**config.mk**
```make
export PLATFORM = sky130hd
export DESIGN_NAME = fpmul_sched_flat
export DESIGN_NICKNAME = d
export VERILOG_FILES = /design/src/rtl/fpmul_sched_if.sv /design/src/rtl/fpmul_sched.sv /design/src/flat_wrapper.sv
export SDC_FILE = /design/constraint.sdc
export NUM_CORES = 1
export LEC_CHECK = 0
export CAP_MARGIN = 20
export CORE_MARGIN = 3
export CORE_UTILIZATION = 38
export CTS_CLUSTER_DIAMETER = 40
export DETAILED_ROUTE_END_ITERATION = 8
export PLACE_DENSITY = 0.77
export SYNTH_ARGS = -nofsm -noshare
export SYNTH_HDL_FRONTEND = slang
export SYNTH_SLANG_ARGS = --single-unit
export TNS_END_PERCENT = 30
```
**constraint.sdc**
```tcl
create_clock -name clk -period 1.5 [get_ports clk]
set_clock_uncertainty 0.15 [all_clocks]
set_input_delay 0.3 -clock clk [delete_from_list [all_inputs] [get_ports clk]]
set_output_delay 0.3 -clock clk [all_outputs]
set_load 0.02 [all_outputs]
```
**src/rtl/fpmul_sched_if.sv**
```systemverilog
// fpmul_sched_if: request port, per-core start/result lines and the shared tagged result bus
// of the fpmul_sched scheduler.
interface fpmul_sched_if #(
   parameter int unsigned SIZE = 32
);
   logic [SIZE-1:0] op1;
   logic [SIZE-1:0] op2;
   logic [1:0]      in_rdy;
   logic            in_ack;
   logic            busy;
   logic            u0_start;
   logic            u1_start;
   logic [SIZE-1:0] u0_op1;
   logic [SIZE-1:0] u0_op2;
   logic [SIZE-1:0] u1_op1;
   logic [SIZE-1:0] u1_op2;
   logic            u0_done;
   logic            u1_done;
   logic [SIZE-1:0] u0_res;
   logic [SIZE-1:0] u1_res;
   logic [SIZE-1:0] res;
   logic [1:0]      res_rdy;
   logic            res_ack;
   logic            err;

   modport slave (
      input  op1, op2, in_rdy, u0_done, u1_done, u0_res, u1_res, res_ack,
      output in_ack, busy, u0_start, u1_start, u0_op1, u0_op2, u1_op1, u1_op2,
             res, res_rdy, err
   );

   modport master (
      output op1, op2, in_rdy, u0_done, u1_done, u0_res, u1_res, res_ack,
      input  in_ack, busy, u0_start, u1_start, u0_op1, u0_op2, u1_op1, u1_op2,
             res, res_rdy, err
   );
endinterface

```
**src/rtl/fpmul_sched.sv**
```systemverilog
// fpmul_sched: starts the two shared FP multiplier cores and serializes their results onto one
// tagged result bus. Optional watchdog enabled by defining FPMUL_SCHED_TIMEOUT_EN.
module fpmul_sched #(
   parameter int unsigned SIZE    = 32,
   parameter int unsigned TIMEOUT = 64
) (
   input logic          clk,
   input logic          rst,
   fpmul_sched_if.slave bus
);

   typedef enum logic [0:0] {StIdle, StRun} state_e;

   state_e          st_q, st_d;
   logic [SIZE-1:0] op1_q, op1_d, op2_q, op2_d;
   logic [SIZE-1:0] buf0_q, buf0_d, buf1_q, buf1_d, res_q, res_d;
   logic [1:0]      pend_q, pend_d, vld_q, vld_d, start_q, start_d, res_rdy_q, res_rdy_d;
   logic            in_ack_q, in_ack_d, last_q, last_d;
   logic [1:0]      cap, avail;
   logic            acked, grant1;

   if (TIMEOUT < 2) begin : g_timeout_check
      $error("fpmul_sched: TIMEOUT must be at least 2");
   end

`ifdef FPMUL_SCHED_TIMEOUT_EN
   localparam int unsigned CntW = $clog2(TIMEOUT);
   logic [CntW-1:0] cnt_q, cnt_d;
   logic            err_q, err_d;
`endif

   always_comb begin
      st_d      = st_q;
      op1_d     = op1_q;
      op2_d     = op2_q;
      in_ack_d  = 1'b0;
      start_d   = 2'b00;
      last_d    = last_q;
      res_d     = res_q;
      res_rdy_d = res_rdy_q;
      grant1    = 1'b0;
`ifdef FPMUL_SCHED_TIMEOUT_EN
      cnt_d     = cnt_q;
      err_d     = err_q;
`endif
      cap    = {bus.u1_done & pend_q[1] & ~vld_q[1], bus.u0_done & pend_q[0] & ~vld_q[0]};
      buf0_d = cap[0] ? bus.u0_res : buf0_q;
      buf1_d = cap[1] ? bus.u1_res : buf1_q;
      pend_d = pend_q & ~cap;
      acked  = bus.res_ack & (res_rdy_q != 2'b00);
      avail  = (vld_q | cap) & ~(acked ? res_rdy_q : 2'b00);
      vld_d  = avail;

      // A result may be presented on its own capture edge, and an ack hands straight over to
      // the other buffer; the round-robin pointer only moves when both contend.
      if (res_rdy_q == 2'b00 || acked) begin
         if (avail == 2'b11) begin
            grant1 = ~last_q;
            last_d = grant1;
         end else begin
            grant1 = avail[1];
         end
         if (avail == 2'b00) begin
            res_rdy_d = 2'b00;
         end else begin
            res_rdy_d = grant1 ? 2'b10 : 2'b01;
            res_d     = grant1 ? buf1_d : buf0_d;
         end
      end

      unique case (st_q)
         StIdle: begin
            if (bus.in_rdy != 2'b00) begin
               op1_d    = bus.op1;
               op2_d    = bus.op2;
               pend_d   = bus.in_rdy;
               in_ack_d = 1'b1;
               start_d  = bus.in_rdy;
               st_d     = StRun;
`ifdef FPMUL_SCHED_TIMEOUT_EN
               cnt_d    = '0;
               err_d    = 1'b0;
`endif
            end
         end
         StRun: begin
            if (acked && pend_d == 2'b00 && avail == 2'b00) begin
               st_d = StIdle;
            end
`ifdef FPMUL_SCHED_TIMEOUT_EN
            if (pend_q != 2'b00) begin
               if (cnt_q == CntW'(TIMEOUT - 1)) begin
                  pend_d = 2'b00;
                  err_d  = 1'b1;
                  if (res_rdy_d == 2'b00) begin
                     st_d = StIdle;
                  end
               end else begin
                  cnt_d = cnt_q + CntW'(1);
               end
            end
`endif
         end
      endcase
   end

   always_ff @(posedge clk) begin
      if (!rst) begin
         st_q      <= StIdle;
         op1_q     <= '0;
         op2_q     <= '0;
         buf0_q    <= '0;
         buf1_q    <= '0;
         res_q     <= '0;
         pend_q    <= 2'b00;
         vld_q     <= 2'b00;
         start_q   <= 2'b00;
         res_rdy_q <= 2'b00;
         in_ack_q  <= 1'b0;
         last_q    <= 1'b1;
`ifdef FPMUL_SCHED_TIMEOUT_EN
         cnt_q     <= '0;
         err_q     <= 1'b0;
`endif
      end else begin
         st_q      <= st_d;
         op1_q     <= op1_d;
         op2_q     <= op2_d;
         buf0_q    <= buf0_d;
         buf1_q    <= buf1_d;
         res_q     <= res_d;
         pend_q    <= pend_d;
         vld_q     <= vld_d;
         start_q   <= start_d;
         res_rdy_q <= res_rdy_d;
         in_ack_q  <= in_ack_d;
         last_q    <= last_d;
`ifdef FPMUL_SCHED_TIMEOUT_EN
         cnt_q     <= cnt_d;
         err_q     <= err_d;
`endif
      end
   end

   assign bus.in_ack   = in_ack_q;
   assign bus.busy     = (st_q == StRun);
   assign bus.u0_start = start_q[0];
   assign bus.u1_start = start_q[1];
   assign bus.u0_op1   = op1_q;
   assign bus.u0_op2   = op2_q;
   assign bus.u1_op1   = op1_q;
   assign bus.u1_op2   = op2_q;
   assign bus.res      = res_q;
   assign bus.res_rdy  = res_rdy_q;
`ifdef FPMUL_SCHED_TIMEOUT_EN
   assign bus.err      = err_q;
`else
   assign bus.err      = 1'b0;
`endif

endmodule

```
**src/flat_wrapper.sv**
```systemverilog
// flat-port wrapper written by rule: the top's interface ports become plain ports
module fpmul_sched_flat 
#(
   parameter int unsigned SIZE    = 32,
   parameter int unsigned TIMEOUT = 64
)
  (clk, rst, bus_op1, bus_op2, bus_in_rdy, bus_u0_done, bus_u1_done, bus_u0_res, bus_u1_res, bus_res_ack, bus_in_ack, bus_busy, bus_u0_start, bus_u1_start, bus_u0_op1, bus_u0_op2, bus_u1_op1, bus_u1_op2, bus_res, bus_res_rdy, bus_err);
  fpmul_sched_if #(.SIZE(SIZE)) bus_i ();
  input logic clk;
  input logic rst;
  input wire logic [$bits(bus_i.op1)-1:0] bus_op1;
  input wire logic [$bits(bus_i.op2)-1:0] bus_op2;
  input wire logic [$bits(bus_i.in_rdy)-1:0] bus_in_rdy;
  input wire logic [$bits(bus_i.u0_done)-1:0] bus_u0_done;
  input wire logic [$bits(bus_i.u1_done)-1:0] bus_u1_done;
  input wire logic [$bits(bus_i.u0_res)-1:0] bus_u0_res;
  input wire logic [$bits(bus_i.u1_res)-1:0] bus_u1_res;
  input wire logic [$bits(bus_i.res_ack)-1:0] bus_res_ack;
  output wire logic [$bits(bus_i.in_ack)-1:0] bus_in_ack;
  output wire logic [$bits(bus_i.busy)-1:0] bus_busy;
  output wire logic [$bits(bus_i.u0_start)-1:0] bus_u0_start;
  output wire logic [$bits(bus_i.u1_start)-1:0] bus_u1_start;
  output wire logic [$bits(bus_i.u0_op1)-1:0] bus_u0_op1;
  output wire logic [$bits(bus_i.u0_op2)-1:0] bus_u0_op2;
  output wire logic [$bits(bus_i.u1_op1)-1:0] bus_u1_op1;
  output wire logic [$bits(bus_i.u1_op2)-1:0] bus_u1_op2;
  output wire logic [$bits(bus_i.res)-1:0] bus_res;
  output wire logic [$bits(bus_i.res_rdy)-1:0] bus_res_rdy;
  output wire logic [$bits(bus_i.err)-1:0] bus_err;
  assign bus_i.op1 = bus_op1;
  assign bus_i.op2 = bus_op2;
  assign bus_i.in_rdy = bus_in_rdy;
  assign bus_i.u0_done = bus_u0_done;
  assign bus_i.u1_done = bus_u1_done;
  assign bus_i.u0_res = bus_u0_res;
  assign bus_i.u1_res = bus_u1_res;
  assign bus_i.res_ack = bus_res_ack;
  assign bus_in_ack = bus_i.in_ack;
  assign bus_busy = bus_i.busy;
  assign bus_u0_start = bus_i.u0_start;
  assign bus_u1_start = bus_i.u1_start;
  assign bus_u0_op1 = bus_i.u0_op1;
  assign bus_u0_op2 = bus_i.u0_op2;
  assign bus_u1_op1 = bus_i.u1_op1;
  assign bus_u1_op2 = bus_i.u1_op2;
  assign bus_res = bus_i.res;
  assign bus_res_rdy = bus_i.res_rdy;
  assign bus_err = bus_i.err;
  fpmul_sched #(.SIZE(SIZE), .TIMEOUT(TIMEOUT)) u_core (.clk(clk), .rst(rst), .bus(bus_i));
endmodule
```
==> results of run 1 <==
[power breakdown]
group          switching, uW  leakage (uW)  internal (uW)
Sequential               266       0.00140           4930
Combinational           1940       0.00307           1700
Clock                   1880      0.000278           2500
[per-layer routing]
layer / global-route usage / share of wire
met2: 0.364 / 0.50
met3: 0.0824 / 0.082
met1: 0.262 / 0.39
met5: 0 / 0.00055
met4: 0.0767 / 0.032
[registers in the layout, summed over array words and instances, names as in the netlist, 2 cells and up]
name	flops
u_core.bus.u0_op2	32
u_core.bus.u0_op1	32
u_core.pend_q	2
u_core.buf1_q	32
u_core.bus.res	32
u_core.vld_q	2
u_core.buf0_q	32
u_core.bus.res_rdy	2
u_core.start_q	2
[worst max path at each step]
stage,from,end,slack [ns],depth (start not counted)
5_1_grt,u_core.vld_q[1],u_core.bus.res[3],-0.35,5
3_3_place_gp,bus_u0_done,u_core.bus.res[30],-0.62,6
3_5_place_dp,bus_u0_done,u_core.bus.res[13],-0.67,6
4_1_cts,u_core.pend_q[1],u_core.bus.res[30],-0.19,5
2_1_floorplan,u_core.pend_q[0],u_core.bus.res[10],-0.07,5
6_report,u_core.vld_q[1],u_core.bus.res[3],-0.27,5
[synthesized netlist by cell type, types with 4 or more instances]
library cell / instances
buf_4: 70
buf_2: 23
nor2_1: 72
clkbuf_1: 18
a22o_1: 20
a22oi_1: 11
o221a_1: 8
nand2_1: 131
o221a_2: 4
mux2i_1: 65
dfxtp_1: 171
a21oi_1: 67
o22ai_1: 20
[worst reg2reg max path, cell delays in order, from the launching register on]
cell and delay [ns]:
dfxtp_2 0.35, nand3b_1 0.19, buf_6 0.23, mux2i_1 0.37, a22oi_2 0.14, o221a_1 0.23
[timing repair]
action | CTS | global route
pin swaps | 1 | 22
buffers inserted | 0 | 11
endpoints found under the setup margin | 212 | 102
resized for setup | 634 | 141
gates cloned | 0 | 3
hold buffers | 0 | 0
[stage by stage]
stage / area, sq um / setup TNS [ns]
after floorplan: 6760 / -4.41
after global placement: 10200 / -58.77
after detailed placement: 10200 / -63.13
after CTS: 10100 / -5.38
after global routing: 10800 / -11.33
final: 10800 / -7.96
[logic make-up (layout without fill, tap and decap cells)]
| group | count (synthesis) | in the layout | share of synthesized area |
|---|---|---|---|
| compound gates | 146 | 146 | 0.147 |
| buf+inv | 118 | 434 | 0.112 |
| simple gates | 222 | 222 | 0.132 |
| xor+xnor | 1 | 1 | 0.00131 |
| other cells | 1 | 1 | 0.000559 |
| mux | 65 | 65 | 0.0970 |
| flops | 171 | 171 | 0.510 |
[final cells by class]
type	count	area [sq um]	share of cell area
sequential	171	3440	0.319
tap	220	275	0.0255
inverter	2	10.0	0.000928
multi-input combinational	435	3140	0.291
clock inverter	13	145	0.0135
timing repair buffer	401	3330	0.309
clock buffer	18	439	0.0407
==> impl_metrics.ini, run 1 <==
[floorplan]
fp.coreArea_sq_um = 16900
io-pin-count = 302
rows = 47
die_h_um = 139
start_util = 0.396
die_w_um = 139
die_area_sq_um = 19300

[setup_path]
worstPathRequired_ns = 1.66
critPathTopFamily = compound AO/OA/AOI/OAI gates
endpoint_kind = register
path_max_fanout = 12
r2r_slack_ns = -0.27
r2r_cells = 5
crit_chain = nand3b_1 -> buf_6 -> mux2i_1 -> a22oi_2 -> o221a_1
crit_type = reg -> reg
cpPeakStageDelay_ns = 0.36
path_buf_inv = 1
start_kind = register
crit_arrival_ns = 1.93
r2r-end = u_core.bus.res[3]
r2r-start = u_core.vld_q[1]
slowest_stage = mux2i_1

[yosys]
yosysSeqAreaShare = 0.510
syn_nets = 859
synth_top_area_frac = 0.510
synth_area_sq_um = 6710
synth_cells = 724
synthTopCellsByArea = dfxtp_1 (51%), mux2i_1 (9.7%), buf_4 (7.8%), nand2_1 (7.3%), a21oi_1 (5.0%)
synth_top_flop_cell = dfxtp_1
ys.warnings.count = 0
yosysTopAreaCell = dfxtp_1
synth_edf_count = 0
yosys_register_bits = 171
avgSynthCellArea_sq_um = 9.26
synth_cell_type_count = 44
async_reset_ff_frac = 0

[sta]
setup_violations = 65
whs_ns = 0.272
rsz0062_at_grt = yes
setup_ws_ns = -0.271
fmax_mhz = 565
finalCritPeriodShare = 1.18
final-max-slew-violation-count = 0
min_period_ns = 1.77
finalHoldViolCount = 0

[pwr]
finalPower_uw = 13200
power_density_nw_per_um2 = 1220
leakagePower_uw = 0.00475
ir_drop_mv = 0.908

[route]
routed_wl_um = 23500
ant_nets = 0
drc = 0
avgRoutedWirePerCell_um = 18.7
first_iter_violations = 308
via_count = 6339
dr.pass1.iters = 5
vias_per_cell = 5.03

[placed_design]
dp_cells = 1215
portBuffers = 300
gp_congestion = 0.875
pre_cts_ws_ns = -0.671
hpwl_um = 16000

[cts]
htreeDepth = 4
clock-root-buffer = clkbuf_16
cts_tree = done
clk_pin_slew_ns = 0.06
clock_latency_ns = 0.43
cts_buffers = 17
clock_path_buffers = 2
clock-sinks = 171

[grt]
grt_max_degree = 33
grt_pass1_wl_um = 33700
grt_pass1_vias = 5994
overflow = 0
track_usage = 0.220
antenna_found_initial = 2

[finish]
layout-drive-gt1-share = 0.384
area_growth_pct = 60.8
fin_cells = 1260
nFillCells = 1396
mostFrequentLayoutCells = dfxtp_1 (156), buf_2 (153), clkdlybuf4s50_1 (132)
final_util = 0.637
final_common_cell = dfxtp_1
antenna_cells = 0
finalNetCount = 1163

[status]
failed_checks = negative setup slack
status = finished with violations

[hold_path]
hold_depth = 3
hold_class = in -> reg
hold_end = u_core.bus.u0_op1[30]
hold_path_startpoint = bus_op1[30]

[flow_run]
max-cap-violations = 0
(Power assumes the default switching activity.)
==> run 2: changes to the inputs <==
Settings changed: SLEW_MARGIN set to 20.
==> results of run 2 <==
Same layout as run 1: the final DEF is identical, and so are final timing and power.
